[config.mk]
export PLATFORM = sky130hd
export DESIGN_NAME = psum_accumulator
export DESIGN_NICKNAME = d
export VERILOG_FILES = /design/src/rtl/psum_accumulator.sv
export SDC_FILE = /design/constraint.sdc
export NUM_CORES = 1
export LEC_CHECK = 0
export CAP_MARGIN = 20
export CORE_ASPECT_RATIO = 1.25
export CORE_MARGIN = 5
export CORE_UTILIZATION = 47
export CTS_CLUSTER_SIZE = 24
export DETAILED_ROUTE_END_ITERATION = 6
export PLACE_DENSITY = 0.95
export SKIP_CTS_REPAIR_TIMING = 1
export SLEW_MARGIN = 10
export SYNTH_ARGS = -nofsm -noshare
export SYNTH_HDL_FRONTEND = slang
export SYNTH_SLANG_ARGS = --single-unit
[constraint.sdc]
create_clock -name clk -period 6 [get_ports clk]
set_clock_uncertainty 0.2 [all_clocks]
set_input_delay 1.5 -clock clk [delete_from_list [all_inputs] [get_ports clk]]
set_output_delay 1.5 -clock clk [all_outputs]
set_load 0.02 [all_outputs]
[src/rtl/psum_accumulator.sv]
// psum_accumulator
//   Collects one partial sum from each of NUM_PSUM PE rows (sources
//   0..NUM_PSUM-1, any arrival order) for the current output location.
//   It adds them and emits one OFM packet per completed location.
//   Filter echo packets (type bit = 0) are counted and discarded.
//
// Packet layout: [46] type (1 = psum, 0 = filter), [45:43] dest,
//                [42:40] src, [39:0] data.
//
// Ports:
//   clk, rst         rising-edge clock, synchronous active-high reset
//   in_data/in_valid/in_ready     packet input from the PE network
//   out_data/out_valid/out_ready  OFM packet toward the memory node
//   err_dup          1-cycle pulse: repeated src in current location (dropped)
//   err_src          1-cycle pulse: src >= NUM_PSUM (dropped)
//   filt_drop_cnt    discarded filter packets, wraps at 2^16
//   ofm_cnt          emitted output packets, wraps at 2^16
//
// Optional build macro: PSUM_SAT_EN
//   When defined, the emitted sum is clamped to 2^DWIDTH-1.
//   When undefined, the full ACC_W-bit sum is emitted, zero-extended to 40 bits.
module psum_accumulator #(
  parameter int         DWIDTH   = 8,
  parameter int         PWIDTH   = 47,
  parameter int         NUM_PSUM = 3,
  parameter logic [2:0] MY_ADDR  = 3'b111,
  parameter logic [2:0] OUT_ADDR = 3'b000
) (
  input  logic              clk,
  input  logic              rst,
  input  logic [PWIDTH-1:0] in_data,
  input  logic              in_valid,
  output logic              in_ready,
  output logic [PWIDTH-1:0] out_data,
  output logic              out_valid,
  input  logic              out_ready,
  output logic              err_dup,
  output logic              err_src,
  output logic [15:0]       filt_drop_cnt,
  output logic [15:0]       ofm_cnt
);

  // At least one guard bit, so NUM_PSUM = 1 still gets DWIDTH+1 bits.
  localparam int ACC_W = DWIDTH + ((NUM_PSUM > 1) ? $clog2(NUM_PSUM) : 1);
  localparam logic [NUM_PSUM-1:0] ALL_SEEN = '1;

  typedef enum logic {ACCUM, EMIT} state_t;

  state_t              state_q, state_d;
  logic [ACC_W-1:0]    acc_q, acc_d;
  logic [NUM_PSUM-1:0] seen_q, seen_d;
  logic [PWIDTH-1:0]   out_data_q, out_data_d;
  logic                out_valid_q, out_valid_d;
  logic                err_dup_q, err_dup_d;
  logic                err_src_q, err_src_d;
  logic [15:0]         filt_cnt_q, filt_cnt_d;
  logic [15:0]         ofm_cnt_q, ofm_cnt_d;

  logic                pkt_type;
  logic [2:0]          pkt_src;
  logic [ACC_W-1:0]    psum_ext;
  logic [ACC_W-1:0]    acc_next;
  logic [7:0]          seen_ext;
  logic [7:0]          src_onehot;
  logic [NUM_PSUM-1:0] seen_set;
  logic                src_bad;
  logic                unused_in_bits;

  // The dest field and the data bits above the psum carry nothing for this block.
  assign unused_in_bits = ^{in_data[45:43], in_data[39:DWIDTH]};

  // Format the final sum into the 40-bit data field.
  function automatic logic [39:0] fmt_sum(input logic [ACC_W-1:0] sum);
    logic [39:0] r;
    r = '0;
`ifdef PSUM_SAT_EN
    if (|sum[ACC_W-1:DWIDTH]) r[DWIDTH-1:0] = '1;
    else                      r[DWIDTH-1:0] = sum[DWIDTH-1:0];
`else
    r[ACC_W-1:0] = sum;
`endif
    return r;
  endfunction

  assign pkt_type   = in_data[46];
  assign pkt_src    = in_data[42:40];
  assign psum_ext   = ACC_W'(in_data[DWIDTH-1:0]);
  assign acc_next   = acc_q + psum_ext;
  // Pad the mask to the full 3-bit src range so an out-of-range src never indexes past it.
  assign seen_ext   = 8'(seen_q);
  assign src_onehot = 8'd1 << pkt_src;
  assign seen_set   = seen_q | src_onehot[NUM_PSUM-1:0];
  assign src_bad    = ({1'b0, pkt_src} >= 4'(NUM_PSUM));

  assign in_ready = (state_q == ACCUM);

  always_comb begin
    state_d     = state_q;
    acc_d       = acc_q;
    seen_d      = seen_q;
    out_data_d  = out_data_q;
    out_valid_d = out_valid_q;
    err_dup_d   = 1'b0;
    err_src_d   = 1'b0;
    filt_cnt_d  = filt_cnt_q;
    ofm_cnt_d   = ofm_cnt_q;
    case (state_q)
      ACCUM: begin
        if (in_valid) begin
          if (!pkt_type) begin
            filt_cnt_d = filt_cnt_q + 16'd1;
          end else if (src_bad) begin
            err_src_d = 1'b1;
          end else if (seen_ext[pkt_src]) begin
            err_dup_d = 1'b1;
          end else begin
            acc_d  = acc_next;
            seen_d = seen_set;
            // Last psum of the location: load the output on this same edge.
            if (seen_set == ALL_SEEN) begin
              state_d     = EMIT;
              out_valid_d = 1'b1;
              out_data_d  = {1'b1, OUT_ADDR, MY_ADDR, fmt_sum(acc_next)};
            end
          end
        end
      end
      EMIT: begin
        if (out_ready) begin
          state_d     = ACCUM;
          acc_d       = '0;
          seen_d      = '0;
          out_valid_d = 1'b0;
          ofm_cnt_d   = ofm_cnt_q + 16'd1;
        end
      end
      default: state_d = ACCUM;
    endcase
  end

  always_ff @(posedge clk) begin
    if (rst) begin
      state_q     <= ACCUM;
      acc_q       <= '0;
      seen_q      <= '0;
      out_data_q  <= '0;
      out_valid_q <= 1'b0;
      err_dup_q   <= 1'b0;
      err_src_q   <= 1'b0;
      filt_cnt_q  <= '0;
      ofm_cnt_q   <= '0;
    end else begin
      state_q     <= state_d;
      acc_q       <= acc_d;
      seen_q      <= seen_d;
      out_data_q  <= out_data_d;
      out_valid_q <= out_valid_d;
      err_dup_q   <= err_dup_d;
      err_src_q   <= err_src_d;
      filt_cnt_q  <= filt_cnt_d;
      ofm_cnt_q   <= ofm_cnt_d;
    end
  end

  assign out_data      = out_data_q;
  assign out_valid     = out_valid_q;
  assign err_dup       = err_dup_q;
  assign err_src       = err_src_q;
  assign filt_drop_cnt = filt_cnt_q;
  assign ofm_cnt       = ofm_cnt_q;

endmodule

==> results of run 1 <==
==> cell usage after synthesis, drive strengths merged, types with 4 or more instances <==
| library cell | number |
|---|---|
| nand3 | 23 |
| nand4 | 6 |
| nand2 | 28 |
| ha | 10 |
| dfxtp | 60 |
| mux2i | 8 |
| xor2 | 19 |
| clkbuf | 13 |
| buf | 40 |
| and3 | 8 |
| a21oi | 26 |
| xnor2 | 13 |
| inv | 14 |
| nor3 | 6 |
| nor2b | 4 |
| nor2 | 42 |
| and4 | 5 |
==> worst max-delay path, stage by stage <==
cell,delay [ns]
clkdlybuf4s50_1,0.46
ha_1,0.20
inv_1,0.07
fa_1,0.41
nor2b_1,0.25
o22a_1,0.25
xor2_1,0.28
mux2i_1,0.12
nor2_1,0.11
==> power breakdown <==
part | switching, mW | internal, mW | leakage, nW
clock | 0.147 | 0.154 | 0.0848
sequential | 0.00242 | 0.401 | 0.484
combinational | 0.0538 | 0.0265 | 1.03
total | 0.203 | 0.582 | 1.60
==> how the worst max path moves through the flow <==
stage | start | to | slack, ns
4_1_cts | in_data[41] | out_data[5] | 2.36
5_1_grt | in_data[0] | acc_q[4] | 2.28
2_1_floorplan | in_data[4] | out_data[9] | 2.68
6_report | in_data[0] | out_data[4] | 2.42
3_3_place_gp | in_data[41] | out_data[5] | 2.08
3_5_place_dp | in_data[41] | out_data[5] | 2.01
==> metal layers <==
layer	track usage, %	part of all wire (%)
met2	29.5	52
met4	5.82	1.2
met3	5.68	6.9
met5	0	0
met1	17.7	40
==> sequential cells by signal, indices dropped and copies added (netlist names) <==
signal	count
acc_q	10
state_q	1
err_dup	1
err_src	1
seen_q	3
filt_drop_cnt	16
out_data	11
ofm_cnt	16
out_valid	1
==> layout make-up <==
class / count / area [um2] / share of cell area (%)
clock inverters: 3 / 15.0 / 0.381
well taps: 87 / 109 / 2.76
multi-input cells: 284 / 1750 / 44.5
repair buffers: 66 / 666 / 16.9
clock buffers: 11 / 141 / 3.59
inverters: 14 / 52.6 / 1.33
flip-flops and latches: 60 / 1200 / 30.5
==> metrics by stage <==
| stage | util (%) | hold slack (ns) | power (mW) | instances |
|---|---|---|---|---|
| 2_1_floorplan | - | 0.252 | 0.484 | 411 |
| 3_3_place_gp | 56.6 | 0.245 | 0.488 | 510 |
| 3_5_place_dp | 56.6 | 0.252 | 0.490 | 510 |
| 4_1_cts | 58.9 | 0.268 | 0.791 | 524 |
| 5_1_grt | 59.3 | 0.287 | 0.821 | 525 |
| 6_report | 59.3 | 0.265 | 0.785 | 525 |
==> kinds of logic after synthesis <==
| kind of cell | Yosys count | share of synthesized area [%] |
|---|---|---|
| multiplexers | 9 | 2.83 |
| XOR/XNOR | 32 | 8.67 |
| AND/OR/NAND/NOR | 141 | 21.8 |
| adder cells (fa/ha/maj) | 11 | 4.49 |
| flip-flops | 60 | 37.2 |
| AO/OA/AOI/OAI | 58 | 12.7 |
| other | 1 | 0.116 |
| buffers and inverters | 67 | 12.3 |
==> results.md, run 1 <==
* Starting Density at between 40% and 50%
* Peak VDD IR at 155 uV
* Synth area leader: dfxtp_1
* Status: complete, no violations
* Area Growth Syn to Fin at 21.8%
* Clk slew on worst S/H paths at about 0.060 ns
* Fin. Hold Viols at 0
* Initial antenna violation count at 0
* R2r setup slk at approximately 3.7 ns
* DRT antenna net count at 0
* Avg WL per Cell at 13.6 um
* Worst-Margin Slew at just under 0.9 ns
* Hold_sp: out_valid
* Setup_tns at 0 ns
* FILL cells at between 500 and 600
* Sink Count at 60
* Skew-Pair Late Insertion Delay at 0.32 ns
* CTS Buffer Depth at 2
* Area contributors post-synth: dfxtp_1, buf_4, xor2_1
* RSZ-0062 raised after global routing: no
* Synth cell types at 52
* DR pass1 iterations at 4
* WP data required at slightly above 6 ns
* CP Class: in2reg
* Die width at approximately 84 um
* Synth warn at 0
* Hold Path Class: reg2reg
* Global-route usage over all layers at ~16%
* Pins over their slew limit at 0
* FF+latch count, synth at 60
* Worst setup EP type: register
* Min Tclk post-route at 3.58 ns
* Worst slack, placed at 2.01 ns
* Finished Cell Area at a little under 0.004 mm2
* TritonCTS clock tree: done
* Fmax at roughly 280 MHz
* Routed via count at 2700
* Crit-path max FO at 3
* Leak pwr at 1.60 nW
* Io pins at 134
* Root buffer cell: clkbuf_8
* H-tree Lvls at 3
* Final setup fails at 0
* Vias in the first global route at approximately 2600
* Hold EP: out_valid
* First-pass GRT wire length at 11.5 mm
* DRC at 0
* Post-Place Cell Area at between 0.003 and 0.004 mm2
* Setup slack after layout at around 2.4 ns
* R2R depth at 8
* Die Ht at approximately 100 um
* Total gr overflow at 0
* Commonest non-fill, non-tap cell in the layout: clkdlybuf4s50_1
* Vias per cell at 5.14
* Fin crit share at 59.6%
* Pwr dens at approximately 200 mW/mm2
* Max Cap Viol at 0
* Syn Area/Cell at ~8.5 um2
* Synth Flop Type: dfxtp_1
* Max_slew headroom at around two fifths
* Pin count of the biggest net entering global routing at 61
* Cts bufs inserted at 9
* DIE AREA at 0.00865 mm2
* Gate Count Post-Synth at 379
* Cell area after synthesis at ~0.0032 mm2
* EDFF count, synth at 0
* Post-Route WL at 7.16 mm
* Fraction of registers with async set/reset at 0%
* CP arrival at approximately 3.6 ns
* Sequential fraction of the synthesis area at 37.2%
* Reg2Reg Launch Point: acc_q[0]
* Startpoint types: input port
* Total Nets Final at 497
* Hpwl dp at slightly above 5 mm
* Hold Crit Depth at 2
* Gpl congestion at 0.908
* Fraction of layout cells with a size suffix above 1 at ~5.3%
* Core area at ~0.0066 mm2
* Initial DRC Count at 120
* Row count at 33
* Most frequent cells in the layout: clkdlybuf4s50_1, dfxtp_1, nor2_1
* Port bufs at 65
* Post-synth top area share at 37.2%
* Reg-to-Reg End: out_data[4]
* Diodes inserted at 0
Power figures use the tool's default switching activity.
==> run 2, diff against run 1 <==
--- a/config.mk
+++ b/config.mk
@@ -8,10 +8,10 @@
 export CAP_MARGIN = 20
 export CORE_ASPECT_RATIO = 1.25
 export CORE_MARGIN = 5
-export CORE_UTILIZATION = 47
+export CORE_UTILIZATION = 39
 export CTS_CLUSTER_SIZE = 24
 export DETAILED_ROUTE_END_ITERATION = 6
-export PLACE_DENSITY = 0.95
+export PLACE_DENSITY = 0.86
 export SKIP_CTS_REPAIR_TIMING = 1
 export SLEW_MARGIN = 10
 export SYNTH_ARGS = -nofsm -noshare
==> constraint.sdc (replaced) <==
create_clock -name clk -period 3.1 [get_ports clk]
set_clock_uncertainty 0.2 [all_clocks]
set_input_delay 0.775 -clock clk [delete_from_list [all_inputs] [get_ports clk]]
set_output_delay 0.775 -clock clk [all_outputs]
set_load 0.02 [all_outputs]
==> results.md, run 2 (synthesized netlist as in run 1, its figures left out) <==
* Fraction of layout cells with a size suffix above 1 at 7.57% (was 5.25%)
* FILL cells at 761 (was 583)
* DR pass1 iterations at 4 (unchanged)
* CP max-delay cell: clkdlybuf4s50_1 (unchanged)
* Worst setup EP type: register (unchanged)
* CP Class: in2reg (unchanged)
* Hpwl dp at 5.45 mm (was 5.12 mm)
* Comb pwr share at 9.3% (was 10.2%)
* Starting Density at 39.7% (was 48.6%)
* Peak VDD IR at 296 uV (was 155 uV)
* Crit-path max cell delay at 0.47 ns (was 0.46 ns)
* Seq. cell area at 0.00120 mm2 (unchanged)
* Total gr overflow at 0 (unchanged)
* Worst-Margin Slew at 0.541 ns (was 0.879 ns)
* Vias per cell at 5.06 (was 5.14)
* Final std cells w/o fill at 546 (was 525)
* First-pass GRT wire length at 12.4 mm (was 11.5 mm)
* Diodes inserted at 0 (unchanged)
* TritonCTS clock tree: done (unchanged)
* DIE AREA at 0.0102 mm2 (was 0.00865 mm2)
* Min Tclk post-route at between 2 and 3 ns
* Hold Path Class: reg2reg (unchanged)
* Vias in the first global route at 2816 (was 2613)
* Max Cap Viol at 0 (unchanged)
* R2r setup slk at 0.89 ns (was 3.72 ns)
* Crit-path max FO at 3 (unchanged)
* Max_slew headroom at 63.8% (was 41.2%)
* Final setup fails at 0 (unchanged)
* Io pins at 134 (unchanged)
* Die Ht at 112 um (was 103 um)
* Fin crit share at 90.3%
* Util after Layout at 50.1% (was 59.3%)
* WP data required at 3.15 ns (was 6.06 ns)
* Port bufs at 65 (unchanged)
* Avg WL per Cell at 13.7 um (was 13.6 um)
* Psw at 0.414 mW (was 0.203 mW)
* Routed via count at 2762 (was 2700)
* Die width at 91.4 um (was 84.2 um)
* Initial DRC Count at 87 (was 120)
* Crit-path cells: clkdlybuf4s50_1 > ha_1 > inv_1 > fa_1 > nor2b_1 > o22a_1 > a311o_1 > nand3_1 > a21oi_1 (was clkdlybuf4s50_1 > ha_1 > inv_1 > fa_1 > nor2b_1 > o22a_1 > xor2_1 > mux2i_1 > nor2_1)
* WHS at 0.256 ns (was 0.265 ns)
* Commonest non-fill, non-tap cell in the layout: clkdlybuf4s50_1 (unchanged)
* Row count at 37 (was 33)
* Gpl congestion at 0.875 (was 0.908)
* Post-Place Cells at 530 (was 510)
* DRT antenna net count at 0 (unchanged)
* Cts bufs inserted at 9 (unchanged)
* Startpoint types: input port (unchanged)
* Reg power frac at 45.5% (was 51.4%)
* Fmax at 357 MHz
* Global-route usage over all layers at 14.3% (was 16.3%)
* H-tree Lvls at 3 (unchanged)
* Switching share of power at 24.1% (was 25.9%)
* RSZ-0062 raised after global routing: no (unchanged)
* DRC at 0 (unchanged)
* CTS Buffer Depth at 2 (unchanged)
* Delay-heaviest family, CP: adder cells (unchanged)
* Initial antenna violation count at 0 (unchanged)
* Clk network pwr share at 45.2% (was 38.4%)
* Multi-input gate area at 0.00175 mm2 (unchanged)
* Root buffer cell: clkbuf_8 (unchanged)
* Internal cell power at 1.30 mW (was 0.582 mW)
* Leak pwr at 1.67 nW (was 1.60 nW)
* CP arrival at 2.85 ns (was 3.64 ns)
* Fin. Hold Viols at 0 (unchanged)
* Area Growth Syn to Fin at 26.2% (was 21.8%)
* Post-Route WL at 7.49 mm (was 7.16 mm)
* Total Nets Final at 506 (was 497)
* Status: complete, no violations (unchanged)
* CP bufs+invs at 2 (unchanged)
* Core area at 0.00815 mm2 (was 0.00665 mm2)
* Clk slew on worst S/H paths at 0.07 ns (was 0.06 ns)
* Pin count of the biggest net entering global routing at 24 (was 61)
* Pins over their slew limit at 0 (unchanged)
* Most frequent cells in the layout: clkdlybuf4s50_1, dfxtp_1, nor2_1 (unchanged)
* Sink Count at 60 (unchanged)
* Pwr dens at 421 mW/mm2 (was 199 mW/mm2)
* Skew-Pair Late Insertion Delay at 0.32 ns (about the same)
* Setup_tns at 0 ns (unchanged)
run 2: final cells by class:
type,instances,share of cell area [%]
inverters,14,1.29
flip-flops and latches,60,29.4
well taps,97,2.98
clock buffers,11,3.47
multi-input cells,284,43.0
repair buffers,75,18.0
clock inverters,5,1.84
run 2: metal layers:
metal / wire, um / global-route usage [%]
met2: 3860 / 25.2
met5: 0 / 0
met4: 76 / 5.28
met1: 3020 / 15.8
met3: 532 / 4.73
run 2: stage by stage:
stage	power [mW]	instance area, um2	worst slack (ns)
3_3_place_gp	0.952	3860	0.0881
4_1_cts	1.73	4080	0.343
3_5_place_dp	0.956	3860	0.0403
6_report	1.72	4080	0.299
2_1_floorplan	0.937	3350	0.505
5_1_grt	1.80	4080	0.201
run 2: worst min-delay path, delay by kind of cell, from the launching register on:
family / cells / cell delay, ns
AND/OR/NAND/NOR: 1 / 0.05
flip-flops: 1 / 0.31
AO/OA/AOI/OAI: 1 / 0.05
run 2: path summary, 6_finish.rpt:
| path | startpoint | end | cells after the start |
|---|---|---|---|
| hold reg to reg | out_data[8] | out_data[8] | 2 |
| setup reg to reg | acc_q[0] | acc_q[8] | 8 |
| hold / removal | out_data[8] | out_data[8] | 2 |
| setup / recovery | in_data[0] | acc_q[8] | 9 |
run 2: power by group through the flow:
| stage | clock (mW) | combinational, mW | sequential (mW) |
|---|---|---|---|
| detailed placement | 0 | 0.158 | 0.798 |
| CTS | 0.795 | 0.159 | 0.781 |
| global placement | 0 | 0.154 | 0.798 |
| finish | 0.775 | 0.160 | 0.781 |
| floorplan | 0 | 0.137 | 0.800 |
| global route | 0.844 | 0.175 | 0.781 |
==> run 3, diff against run 2 <==
--- a/config.mk
+++ b/config.mk
@@ -12,6 +12,7 @@
 export CTS_CLUSTER_SIZE = 24
 export DETAILED_ROUTE_END_ITERATION = 6
 export PLACE_DENSITY = 0.86
+export REMOVE_ABC_BUFFERS = 1
 export SKIP_CTS_REPAIR_TIMING = 1
 export SLEW_MARGIN = 10
 export SYNTH_ARGS = -nofsm -noshare
==> results.md, run 3 (synthesized netlist as in run 1, its figures left out) <==
* Post-Place Cells at 530 (unchanged)
* Area Growth Syn to Fin at 25.7% (was 26.2%)
* Delay-heaviest family, CP: adder cells (unchanged)
* Gpl congestion at 0.838 (was 0.875)
* Fraction of layout cells with a size suffix above 1 at 7.80% (was 7.57%)
* Max_slew headroom at 61.2% (was 63.8%)
* Hold EP: out_data[7] (was out_data[8])
* Leak pwr at 1.65 nW (was 1.67 nW)
* H-tree Lvls at 3 (unchanged)
* Io pins at 134 (unchanged)
* Die Ht at 112 um (unchanged)
* Clk network pwr share at 42.9% (was 45.2%)
* R2r setup slk at 0.92 ns (was 0.89 ns)
* Hold Crit Depth at 2 (unchanged)
* DRT antenna net count at 0 (unchanged)
* Hpwl dp at 5.57 mm (was 5.45 mm)
* Commonest non-fill, non-tap cell in the layout: clkdlybuf4s50_1 (unchanged)
* FILL cells at 762 (was 761)
* CP bufs+invs at 2 (unchanged)
* WP data required at 3.15 ns (about the same)
* Max Cap Viol at 0 (unchanged)
* Diodes inserted at 0 (unchanged)
* Total gr overflow at 0 (unchanged)
* Cts bufs inserted at 9 (unchanged)
* Comb pwr share at 9.8% (was 9.3%)
* Total Nets Final at 506 (unchanged)
* Final std cells w/o fill at 546 (unchanged)
* Psw at 0.442 mW (was 0.414 mW)
* Global-route usage over all layers at 14.0% (was 14.3%)
* Pins over their slew limit at 0 (unchanged)
* Worst setup EP type: register (unchanged)
* Hold_sp: out_data[7] (was out_data[8])
* TritonCTS clock tree: done (unchanged)
* Hold Path Class: reg2reg (unchanged)
* Reg power frac at 47.3% (was 45.5%)
* Setup_tns at 0 ns (unchanged)
* Internal cell power at 1.21 mW (was 1.30 mW)
* DIE AREA at 0.0102 mm2 (unchanged)
* DRC at 0 (unchanged)
* Sink Count at 60 (unchanged)
* Min Tclk post-route at 2.77 ns (was 2.80 ns)
* Initial DRC Count at 148 (was 87)
* First-pass GRT wire length at 12.0 mm (was 12.4 mm)
* Clk slew on worst S/H paths at 0.07 ns (about the same)
* CTS Buffer Depth at 2 (unchanged)
* Peak VDD IR at 363 uV (was 296 uV)
* Avg WL per Cell at 13.6 um (was 13.7 um)
* Vias per cell at 5.09 (was 5.06)
* Most frequent cells in the layout: clkdlybuf4s50_1, dfxtp_1, nor2_1 (unchanged)
* Reg-to-Reg End: acc_q[8] (unchanged)
* Final setup fails at 0 (unchanged)
* Fin crit share at 89.3% (was 90.3%)
* Pin count of the biggest net entering global routing at 32 (was 24)
* Status: complete, no violations (unchanged)
* Routed via count at 2781 (was 2762)
* Fmax at 361 MHz (was 357 MHz)
* Starting Density at 39.7% (unchanged)
* Instance count on the critical path at 9 (unchanged)
* Crit-path max FO at 3 (unchanged)
* Die width at 91.4 um (unchanged)
* CP arrival at 2.82 ns (was 2.85 ns)
* Row count at 37 (unchanged)
* Switching share of power at 26.8% (was 24.1%)
* Port bufs at 65 (unchanged)
* RSZ-0062 raised after global routing: no (unchanged)
* Startpoint types: input port (unchanged)
* Pwr Total at 1.65 mW (was 1.72 mW)
* R2R depth at 8 (unchanged)
* Post-Route WL at 7.42 mm (was 7.49 mm)
* CP max-delay cell: clkdlybuf4s50_1 (unchanged)
* CP Class: in2reg (unchanged)
* Root buffer cell: clkbuf_8 (unchanged)
* DR pass1 iterations at 5 (was 4)
* Worst-Margin Slew at 0.582 ns (was 0.541 ns)
* Crit-path cells: clkdlybuf4s50_1 > ha_1 > inv_1 > fa_1 > nor2b_1 > o22a_1 > a311o_1 > nand3_1 > a21oi_1 (unchanged)
* Fin. Hold Viols at 0 (unchanged)
* Skew-Pair Late Insertion Delay at 0.33 ns (was 0.32 ns)
* Vias in the first global route at 2624 (was 2816)
* Crit-path max cell delay at 0.47 ns (about the same)
* Reg2Reg Launch Point: acc_q[0] (unchanged)
* Core area at 0.00815 mm2 (unchanged)
* Initial antenna violation count at 0 (unchanged)
* Pwr dens at 406 mW/mm2 (was 421 mW/mm2)
[run 3: cell count changes in the layout (fill, tap and decap cells not counted)]
cell,previous run,this run
inv_6,0,1
clkinvlp_4,0,2
clkbuf_1,1,0
clkinv_4,0,2
clkinv_2,3,1
clkbuf_8,10,9
bufinv_16,2,1
[run 3: power groups by stage]
stage / clock [mW] / sequential, mW / combinational (mW)
2_1_floorplan: 0 / 0.800 / 0.0944
3_3_place_gp: 0 / 0.798 / 0.155
3_5_place_dp: 0 / 0.799 / 0.158
4_1_cts: 0.723 / 0.780 / 0.159
5_1_grt: 0.771 / 0.781 / 0.175
6_report: 0.708 / 0.781 / 0.161
[run 3: tightest hold or removal path, cell delays in order, from the launching register on]
cell	delay (ns)
dfxtp_1	0.31
nand2_1	0.05
a21oi_1	0.05
[run 3: area by class of cell]
type	count	area, um2	area share, %
multi-input combinational	284	1750	43.2
sequential	60	1200	29.6
timing repair buffer	75	733	18.0
clock buffer	9	124	3.05
tap	97	121	2.99
clock inverter	7	76.3	1.88
inverter	14	52.6	1.29
[run 3: how the worst max path moves through the flow]
stage / start / end
floorplan: in_data[1] / out_data[9]
finish: in_data[0] / acc_q[8]
CTS: in_data[1] / out_data[9]
global placement: in_data[0] / out_data[8]
global route: in_data[0] / acc_q[4]
detailed placement: in_data[0] / acc_q[8]
[run 3: stage by stage]
stage          instance area, um2  setup slack, ns  util [%]  hold WS, ns
2_1_floorplan                3010            0.544         -        0.245
3_3_place_gp                 3860           0.0574      47.4        0.248
3_5_place_dp                 3860           0.0390      47.4        0.252
4_1_cts                      4060            0.356      49.9        0.262
5_1_grt                      4060            0.224      49.9        0.285
6_report                     4060            0.331      49.9        0.262
[run 3: per-layer routing]
layer | share of wire, % | track usage (%) | wire length [um] | vias to the layer above
li1 | - | - | - | 1370
met1 | 41 | 16.3 | 3050 | 1277
met2 | 49 | 24.1 | 3660 | 114
met3 | 7.5 | 4.19 | 555 | 20
met4 | 2.2 | 5.19 | 164 | 0
met5 | 0 | 0 | 0 | -
